**src/rtl/crack_sched_if.sv**
```systemverilog
// Handshake bundle between crack_sched, the mailbox FSM above it and the crack cores below it.
interface crack_sched_if #(
  parameter int NUM_CORES = 2,
  parameter int KEY_W     = 24
);
  logic                       en;
  logic                       rdy;
  logic                       key_valid;
  logic [KEY_W-1:0]           key;
  logic [NUM_CORES-1:0]       core_en;
  logic [NUM_CORES-1:0]       core_rdy;
  logic                       core_cancel;
  logic [NUM_CORES*KEY_W-1:0] core_start;
  logic [7:0]                 core_stride;
  logic [NUM_CORES-1:0]       core_done;
  logic [NUM_CORES-1:0]       core_key_valid;
  logic [NUM_CORES*KEY_W-1:0] core_key;

  // Scheduler side
  modport master (
    input  en, core_rdy, core_done, core_key_valid, core_key,
    output rdy, key_valid, key, core_en, core_cancel, core_start, core_stride
  );

  // Mailbox FSM and core array side
  modport slave (
    output en, core_rdy, core_done, core_key_valid, core_key,
    input  rdy, key_valid, key, core_en, core_cancel, core_start, core_stride
  );
endinterface

```
**src/rtl/crack_sched.sv**
```systemverilog
// Splits the key search across NUM_CORES crack cores, keeps the first valid key, cancels the rest.
// Optional cycle counter output enabled by defining CRACK_SCHED_CYCLE_COUNT_EN.
module crack_sched #(
  parameter int NUM_CORES = 2,
  parameter int KEY_W     = 24
) (
  input  logic              clk,
  input  logic              rst_n,
  crack_sched_if.master     bus
`ifdef CRACK_SCHED_CYCLE_COUNT_EN
  ,
  output logic [31:0]       cycles
`endif
);

  localparam int IDX_W = (NUM_CORES > 1) ? $clog2(NUM_CORES) : 1;

  typedef enum logic [1:0] {
    IDLE   = 2'd0,
    LAUNCH = 2'd1,
    RUN    = 2'd2,
    CANCEL = 2'd3
  } state_t;

  state_t               state, state_nxt;
  logic [IDX_W-1:0]     idx;
  logic [NUM_CORES-1:0] done_mask;
  logic [NUM_CORES-1:0] done_seen;
  logic [NUM_CORES-1:0] launched;
  logic [NUM_CORES-1:0] hit;
  logic [NUM_CORES-1:0] core_en_c;
  logic [KEY_W-1:0]     win_key;
  logic [KEY_W-1:0]     key_r;
  logic                 key_valid_r;
  logic                 launch_fire;

  always_ff @(posedge clk or negedge rst_n) begin
    if (!rst_n) state <= IDLE;
    else        state <= state_nxt;
  end

  always_comb begin
    state_nxt   = state;
    core_en_c   = '0;
    launch_fire = 1'b0;
    case (state)
      IDLE:   if (bus.en) state_nxt = LAUNCH;
      LAUNCH: begin
        if (bus.core_rdy[idx]) begin
          core_en_c[idx] = 1'b1;
          launch_fire    = 1'b1;
          if (idx == IDX_W'(NUM_CORES - 1)) state_nxt = RUN;
        end
      end
      RUN: begin
        if (|hit)            state_nxt = CANCEL;
        else if (&done_seen) state_nxt = IDLE;
      end
      CANCEL:  state_nxt = IDLE;
      default: state_nxt = IDLE;
    endcase
  end

  // Winner is the lowest-index core reporting a valid key this cycle; a done
  // flag left over from the previous search only counts once its core is relaunched.
  always_comb begin
    done_seen = done_mask | bus.core_done;
    hit       = bus.core_done & bus.core_key_valid;
    win_key   = '0;
    launched  = '0;
    for (int i = NUM_CORES - 1; i >= 0; i--) begin
      if (hit[i]) win_key = bus.core_key[i*KEY_W +: KEY_W];
    end
    for (int i = 0; i < NUM_CORES; i++) begin
      launched[i] = (i < int'(idx));
    end
  end

  always_ff @(posedge clk or negedge rst_n) begin
    if (!rst_n) begin
      idx         <= '0;
      done_mask   <= '0;
      key_r       <= '0;
      key_valid_r <= 1'b0;
    end else begin
      case (state)
        IDLE: begin
          if (bus.en) begin
            idx         <= '0;
            done_mask   <= '0;
            key_r       <= '0;
            key_valid_r <= 1'b0;
          end
        end
        LAUNCH: begin
          done_mask <= done_mask | (bus.core_done & launched);
          if (launch_fire) idx <= idx + IDX_W'(1);
        end
        RUN: begin
          done_mask <= done_seen;
          if (|hit) begin
            key_r       <= win_key;
            key_valid_r <= 1'b1;
          end else if (&done_seen) begin
            key_r       <= '0;
            key_valid_r <= 1'b0;
          end
        end
        default: ;
      endcase
    end
  end

`ifdef CRACK_SCHED_CYCLE_COUNT_EN
  always_ff @(posedge clk or negedge rst_n) begin
    if (!rst_n) begin
      cycles <= '0;
    end else if (state == IDLE) begin
      if (bus.en) cycles <= '0;
    end else if (cycles != 32'hFFFF_FFFF) begin
      cycles <= cycles + 32'd1;
    end
  end
`endif

  assign bus.rdy         = (state == IDLE);
  assign bus.key_valid   = key_valid_r;
  assign bus.key         = key_r;
  assign bus.core_en     = core_en_c;
  assign bus.core_cancel = (state == CANCEL);
  assign bus.core_stride = 8'(NUM_CORES);

  // Core i starts at key i and steps by NUM_CORES, interleaving the key space.
  for (genvar g = 0; g < NUM_CORES; g++) begin : g_start
    assign bus.core_start[g*KEY_W +: KEY_W] = KEY_W'(g);
  end

endmodule

```
**src/flat_wrapper.sv**
```systemverilog
// flat-port wrapper written by rule: the top's interface ports become plain ports
module crack_sched_flat 
#(
  parameter int NUM_CORES = 2,
  parameter int KEY_W     = 24
)
  (clk, rst_n, bus_en, bus_core_rdy, bus_core_done, bus_core_key_valid, bus_core_key, bus_rdy, bus_key_valid, bus_key, bus_core_en, bus_core_cancel, bus_core_start, bus_core_stride);
  crack_sched_if #(.NUM_CORES(NUM_CORES), .KEY_W(KEY_W)) bus_i ();
  input  logic clk;
  input  logic rst_n;
  input wire logic [$bits(bus_i.en)-1:0] bus_en;
  input wire logic [$bits(bus_i.core_rdy)-1:0] bus_core_rdy;
  input wire logic [$bits(bus_i.core_done)-1:0] bus_core_done;
  input wire logic [$bits(bus_i.core_key_valid)-1:0] bus_core_key_valid;
  input wire logic [$bits(bus_i.core_key)-1:0] bus_core_key;
  output wire logic [$bits(bus_i.rdy)-1:0] bus_rdy;
  output wire logic [$bits(bus_i.key_valid)-1:0] bus_key_valid;
  output wire logic [$bits(bus_i.key)-1:0] bus_key;
  output wire logic [$bits(bus_i.core_en)-1:0] bus_core_en;
  output wire logic [$bits(bus_i.core_cancel)-1:0] bus_core_cancel;
  output wire logic [$bits(bus_i.core_start)-1:0] bus_core_start;
  output wire logic [$bits(bus_i.core_stride)-1:0] bus_core_stride;
  assign bus_i.en = bus_en;
  assign bus_i.core_rdy = bus_core_rdy;
  assign bus_i.core_done = bus_core_done;
  assign bus_i.core_key_valid = bus_core_key_valid;
  assign bus_i.core_key = bus_core_key;
  assign bus_rdy = bus_i.rdy;
  assign bus_key_valid = bus_i.key_valid;
  assign bus_key = bus_i.key;
  assign bus_core_en = bus_i.core_en;
  assign bus_core_cancel = bus_i.core_cancel;
  assign bus_core_start = bus_i.core_start;
  assign bus_core_stride = bus_i.core_stride;
  crack_sched #(.NUM_CORES(NUM_CORES), .KEY_W(KEY_W)) u_core (.clk(clk), .rst_n(rst_n), .bus(bus_i));
endmodule
```
**config.mk**
```make
export PLATFORM = sky130hd
export DESIGN_NAME = crack_sched_flat
export DESIGN_NICKNAME = d
export VERILOG_FILES = /design/src/rtl/crack_sched_if.sv /design/src/rtl/crack_sched.sv /design/src/flat_wrapper.sv
export SDC_FILE = /design/constraint.sdc
export NUM_CORES = 1
export LEC_CHECK = 0
export ABC_CLOCK_PERIOD_IN_PS = 1700
export CORE_ASPECT_RATIO = 2
export CORE_MARGIN = 4
export CORE_UTILIZATION = 32
export DETAILED_ROUTE_END_ITERATION = 12
export PLACE_DENSITY_LB_ADDON = 0.08
export SYNTH_ARGS = -nofsm -noshare
export SYNTH_HDL_FRONTEND = slang
export SYNTH_SLANG_ARGS = --single-unit
```
**constraint.sdc**
```tcl
create_clock -name clk -period 1.7 [get_ports clk]
set_input_delay 0.34 -clock clk [delete_from_list [all_inputs] [get_ports clk]]
set_output_delay 0.34 -clock clk [all_outputs]
set_load 0.01 [all_outputs]
```
# Word level (Yosys, flattened, before mapping)
# Cells that the tools add are included.
[totals]
register_bits = 30
inputBits = 57
[classes]
n_addsub = 1
magnitude_cmp = 3
n_eq_ne = 8
muxes = 28
n_bitwise = 4
n_reduce_logical = 11
[op_table]
columns = ["operator", "n"]
rows = [
  ["$mux 24", 5],
  ["$pmux 24 s2", 1],
  ["$mux 2", 8],
  ["$mux 1", 9],
  ["$pmux 2 s4", 1],
  ["$ne 2x1->1 const B", 3],
  ["$pmux 2 s3", 1],
  ["$reduce_and 3->1", 2],
  ["$eq 2x2->1 const B", 2],
  ["$or 2x2->2", 2],
  ["$pmux 1 s2", 2],
  ["$reduce_and 2->1", 2],
  ["$reduce_and 4->1", 1],
  ["$reduce_bool 2->1", 2],
  ["$ne 3x1->1 const B", 1],
  ["$reduce_bool 3->1", 1],
  ["$and 2x1->2", 1],
  ["$and 2x2->2", 1],
  ["$eq 2x1->1 const B", 1],
  ["$logic_not 2->1", 1],
  ["$lt 1x2->1 const B", 1],
  ["$ne 2x2->1 const B", 1],
  ["$reduce_or 2->1", 1],
  ["$add 1x1->1 const B", 1],
  ["other kinds (4)", 4],
]

# Logic depth before layout (Yosys ltp)
[depth]
depth_word = 6
depth_mapped = 7

# Worst setup path after synthesis
# OpenSTA, ideal clock, no wires.
[synth_timing]
path_type = "reg-to-reg"
from = "register u_core.state[0]"
to = "register u_core.key_valid_r (netlist: u_core.bus.key_valid)"
arrival_time_ns = 1.656
required_ns = 1.622
slack_ns = -0.034
path_stages_with_launch = 7
synth_period_minus_slack_ns = 1.734
path_cell_list = "dfrtp_1 inv_1 ha_1 mux2_2 nand2_1 buf_2 o2bb2ai_1"
[synth_via]
elab_chain_cells = 3
elab_cells_between_ends = 7
cone_classes = "eq/ne: 3; mux: 1; reduce/logical: 3"
[synth_rtl]
columns = ["item", "line", "source"]
rows = [
  ["from (decl)", "crack_sched.sv:25", "state_t state, state_nxt;"],
  ["from (signal assigned)", "crack_sched.sv:39", "else state <= state_nxt;"],
  ["$logic_not 2->1 *", "-", ""],
  ["via bus_rdy", "flat_wrapper.sv:16", "output wire logic [$bits(bus_i.rdy)-1:0] bus_rdy;"],
  ["$ne 2x2->1 (no line) or $reduce_bool 2->1 (tied branches)", "-", ""],
  ["$reduce_and 3->1 (no line)", "-", ""],
  ["to (signal assigned)", "crack_sched.sv:84", "key_valid_r <= 1'b0;"],
  ["to (signal assigned)", "crack_sched.sv:92", "key_valid_r <= 1'b0;"],
  ["to (signal assigned)", "crack_sched.sv:103", "key_valid_r <= 1'b1;"],
  ["to (decl)", "crack_sched.sv:34", "logic key_valid_r;"],
]
# The timed path passes the listed nets; every way through them passes the cells marked *.
# A chain may end at the register's enable or synchronous reset.

# Worst setup path in the final report
[layout_timing]
from = "register u_core.state[1]"
to = "output bus_core_en[1]"
[layout_via]
elab_chain_cells = 2
[layout_rtl]
columns = ["item", "line", "source"]
rows = [
  ["$eq 2x1->1", "crack_sched.sv:46", "case (state)"],
  ["$mux 2", "crack_sched.sv:46", ""],
  ["to (decl)", "flat_wrapper.sv:19", "output wire logic [$bits(bus_i.core_en)-1:0] bus_core_en;"],
]
# No other way between the ends.

==> flow_summary.toml <==
[setup_path]
worstReg2RegEnd = "u_core.state[1]"
critPathMaxFanout = 3
startpoint_type = "register"
cp-endpoint = "bus_core_en[1]"
r2r_slack_ns = 0.13
end_kind = "output pin"
cpMaxStageDelayCell = "dfrtp_1"
cp.depth = 4
worstPathCellList = "inv_1 > ha_2 > and3_1 > clkdlybuf4s15_1"
rr_worst_depth = 7
worstSetupStartpoint = "u_core.state[1]"
cp.arrival_ns = 1.31
r2r_start = "u_core.state[0]"
critPathBufInv = 2
path_class = "register to output pin"
slowest_delay_ns = 0.38
crit_family = "flip-flops"
cp.required_ns = 1.36

[status]
outcome = "completed"

[yosys]
async_reset_ff_share_pct = 100
avgSynthCellArea_um2 = 11.2
yosysTopAreaCellShare_pct = 36.3
synth_area_leaders = "dfrtp_1, buf_4, o2bb2ai_2"
seq_area_frac_synth_pct = 36.3
synthFlopType = "dfrtp_1"
synth_edf_count = 0
synth.distinct_cells = 30
synthTopCellsByCount = "buf_4, dfrtp_1, mux2i_1, o2bb2ai_2, nand2_1"
synthCells = 184
synth_area_um2 = 2070
yosysMostFrequentCell = "buf_4"
ys_ff_latch = 30
ys_warn_count = 0
yosysTopAreaCell = "dfrtp_1"

[job]
cap_violations = 0

[grt]
grt_pass1_vias = 1514
grt_pass1_wl_um = 7920
grt_max_degree = 31
grt_overflow_total = 0
grt_util_all_layers_pct = 13.1
antenna_found_initial = 0

[cts]
clk_pin_slew_ns = 0.05
cts-htree-levels = 2
cts_setup_buffers = 0
cts_sinks = 30
cts-root-buf = "clkbuf_16"
clk_path_buf_depth = 2
postCtsResizedCells = 6
clkLatencyLatePin_ns = 0.27
ctsHoldBuffers = 0
numCtsBuffers = 5
cts_tree = "built"

[power]
p_sw_mw = 1.58
p_leak_nw = 1.45
ir_worst_vdd_uv = 761
total_power_mw = 4.62
switching_share_pct = 34.2
p_clk_share_pct = 19.0
power_per_cell_area_nw_per_um2 = 1500
p_int_mw = 3.04
seq_power_share_pct = 28.1
comb_power_share_pct = 52.9

[detailed_routing]
wl_um = 5220
detail_route.wl_per_cell_um = 14.1
num_vias = 1548
route.detailed.vias_per_inst = 4.17
drc_errors = 0
drtIter0Drc = 29
drt_pass1_iterations = 4
ant_nets = 0

[timing]
final-max-slew-violation-count = 0
period_share_pct = 97.3
rsz0062_at_grt = "yes"
setup_tns_ns = 0
fmax_mhz = 604
finClkSkew_ns = 0.00520
fin_crit_ns = 1.65
setup_viol = 0
hold_violations = 0

[worst_hold_path]
hold_class = "primary input to async pin"

[place]
placed_area_um2 = 2920
hpwl_um = 4180
port_buffers = 85
dp.cells = 363
routabilityCongestion = 0.749

[floorplan]
num_io_pins = 142
initial_utilization_pct = 32.7
design.die.area_um2 = 7880
die_x_um = 64.8
die_h_um = 122
core_um2 = 6310
rows = 41

[cells_and_area]
areaGrowthSynthToFinish_pct = 49.3
drive_gt1_share_pct = 18.6
final_cells = 371
final_area_um2 = 3080
utilization_pct = 48.9
finalNetCount = 345
antenna_cells = 0
fillCellCount = 612
==> power groups by stage <==
stage                     Sequential, mW  Combinational [mW]  Clock [mW]
final                               1.30                2.44       0.877
after global routing                1.36                2.62       0.934
after CTS                           1.31                2.45       0.906
after detailed placement            1.31                2.45           0
after global placement              1.30                2.46           0
after floorplan                     1.44                1.14           0
==> how the worst min path moves through the flow <==
| stage | to | slack [ns] | depth (start not counted) |
|---|---|---|---|
| CTS | u_core.state[0] | 0.49 | 2 |
| floorplan | u_core.bus.key[0] | 0.04 | 0 |
| global placement | u_core.bus.key[16] | 0.47 | 1 |
| global route | u_core.bus.key_valid | 0.50 | 1 |
| finish | u_core.state[0] | 0.47 | 2 |
| detailed placement | u_core.bus.key[16] | 0.48 | 1 |
==> layout by cell type (no fill, tap or decap), drive strengths merged, types with 3 or more instances in the layout <==
cell	n
clkdlybuf4s50	81
conb	56
dfrtp	30
o2bb2ai	25
mux2i	24
buf	17
clkbuf	8
nand2	7
a21oi	5
nor2	4
ha	4
o21ai	3
==> per-layer routing <==
| layer | track usage, % | share of wire, % |
|---|---|---|
| met5 | 0 | 0 |
| met4 | 4.77 | 1.3 |
| met3 | 2.86 | 8.8 |
| met2 | 24.8 | 56 |
| met1 | 13.8 | 34 |
==> state kept, by name, summed over array words and instances (netlist names) <==
signal                cells
u_core.bus.key_valid      1
u_core.done_mask          2
u_core.bus.key           24
u_core.idx                1
u_core.state              2
==> per-stage QoR <==
step                      worst slack, ns  hold slack [ns]
after floorplan                    0.0253           0.0444
after global placement             -0.127            0.472
after detailed placement           -0.137            0.479
after CTS                         0.00248            0.489
after global routing              -0.0450            0.505
final                              0.0452            0.467
==> area by class of cell <==
class	instances	area (um2)	area share (%)
Multi-Input combinational cell	143	1060	34.4
Timing Repair Buffer	102	1010	32.7
Sequential cell	30	751	24.3
Clock buffer	7	143	4.62
Tap cell	86	108	3.49
Inverter	2	7.51	0.243
Clock inverter	1	5.00	0.162
==> cell families (layout without fill, tap and decap cells) <==
kind of cell | after synthesis | in the layout | synth area share [%]
other | 2 | 56 | 0.364
AO/OA/AOI/OAI | 38 | 38 | 20.6
flip-flops | 30 | 30 | 36.3
buffers and inverters | 65 | 112 | 23.3
multiplexers | 25 | 25 | 12.2
AND/OR/NAND/NOR | 20 | 20 | 4.79
adder cells (fa/ha/maj) | 4 | 4 | 2.42
No activity file was read; power rests on OpenSTA's default activity.
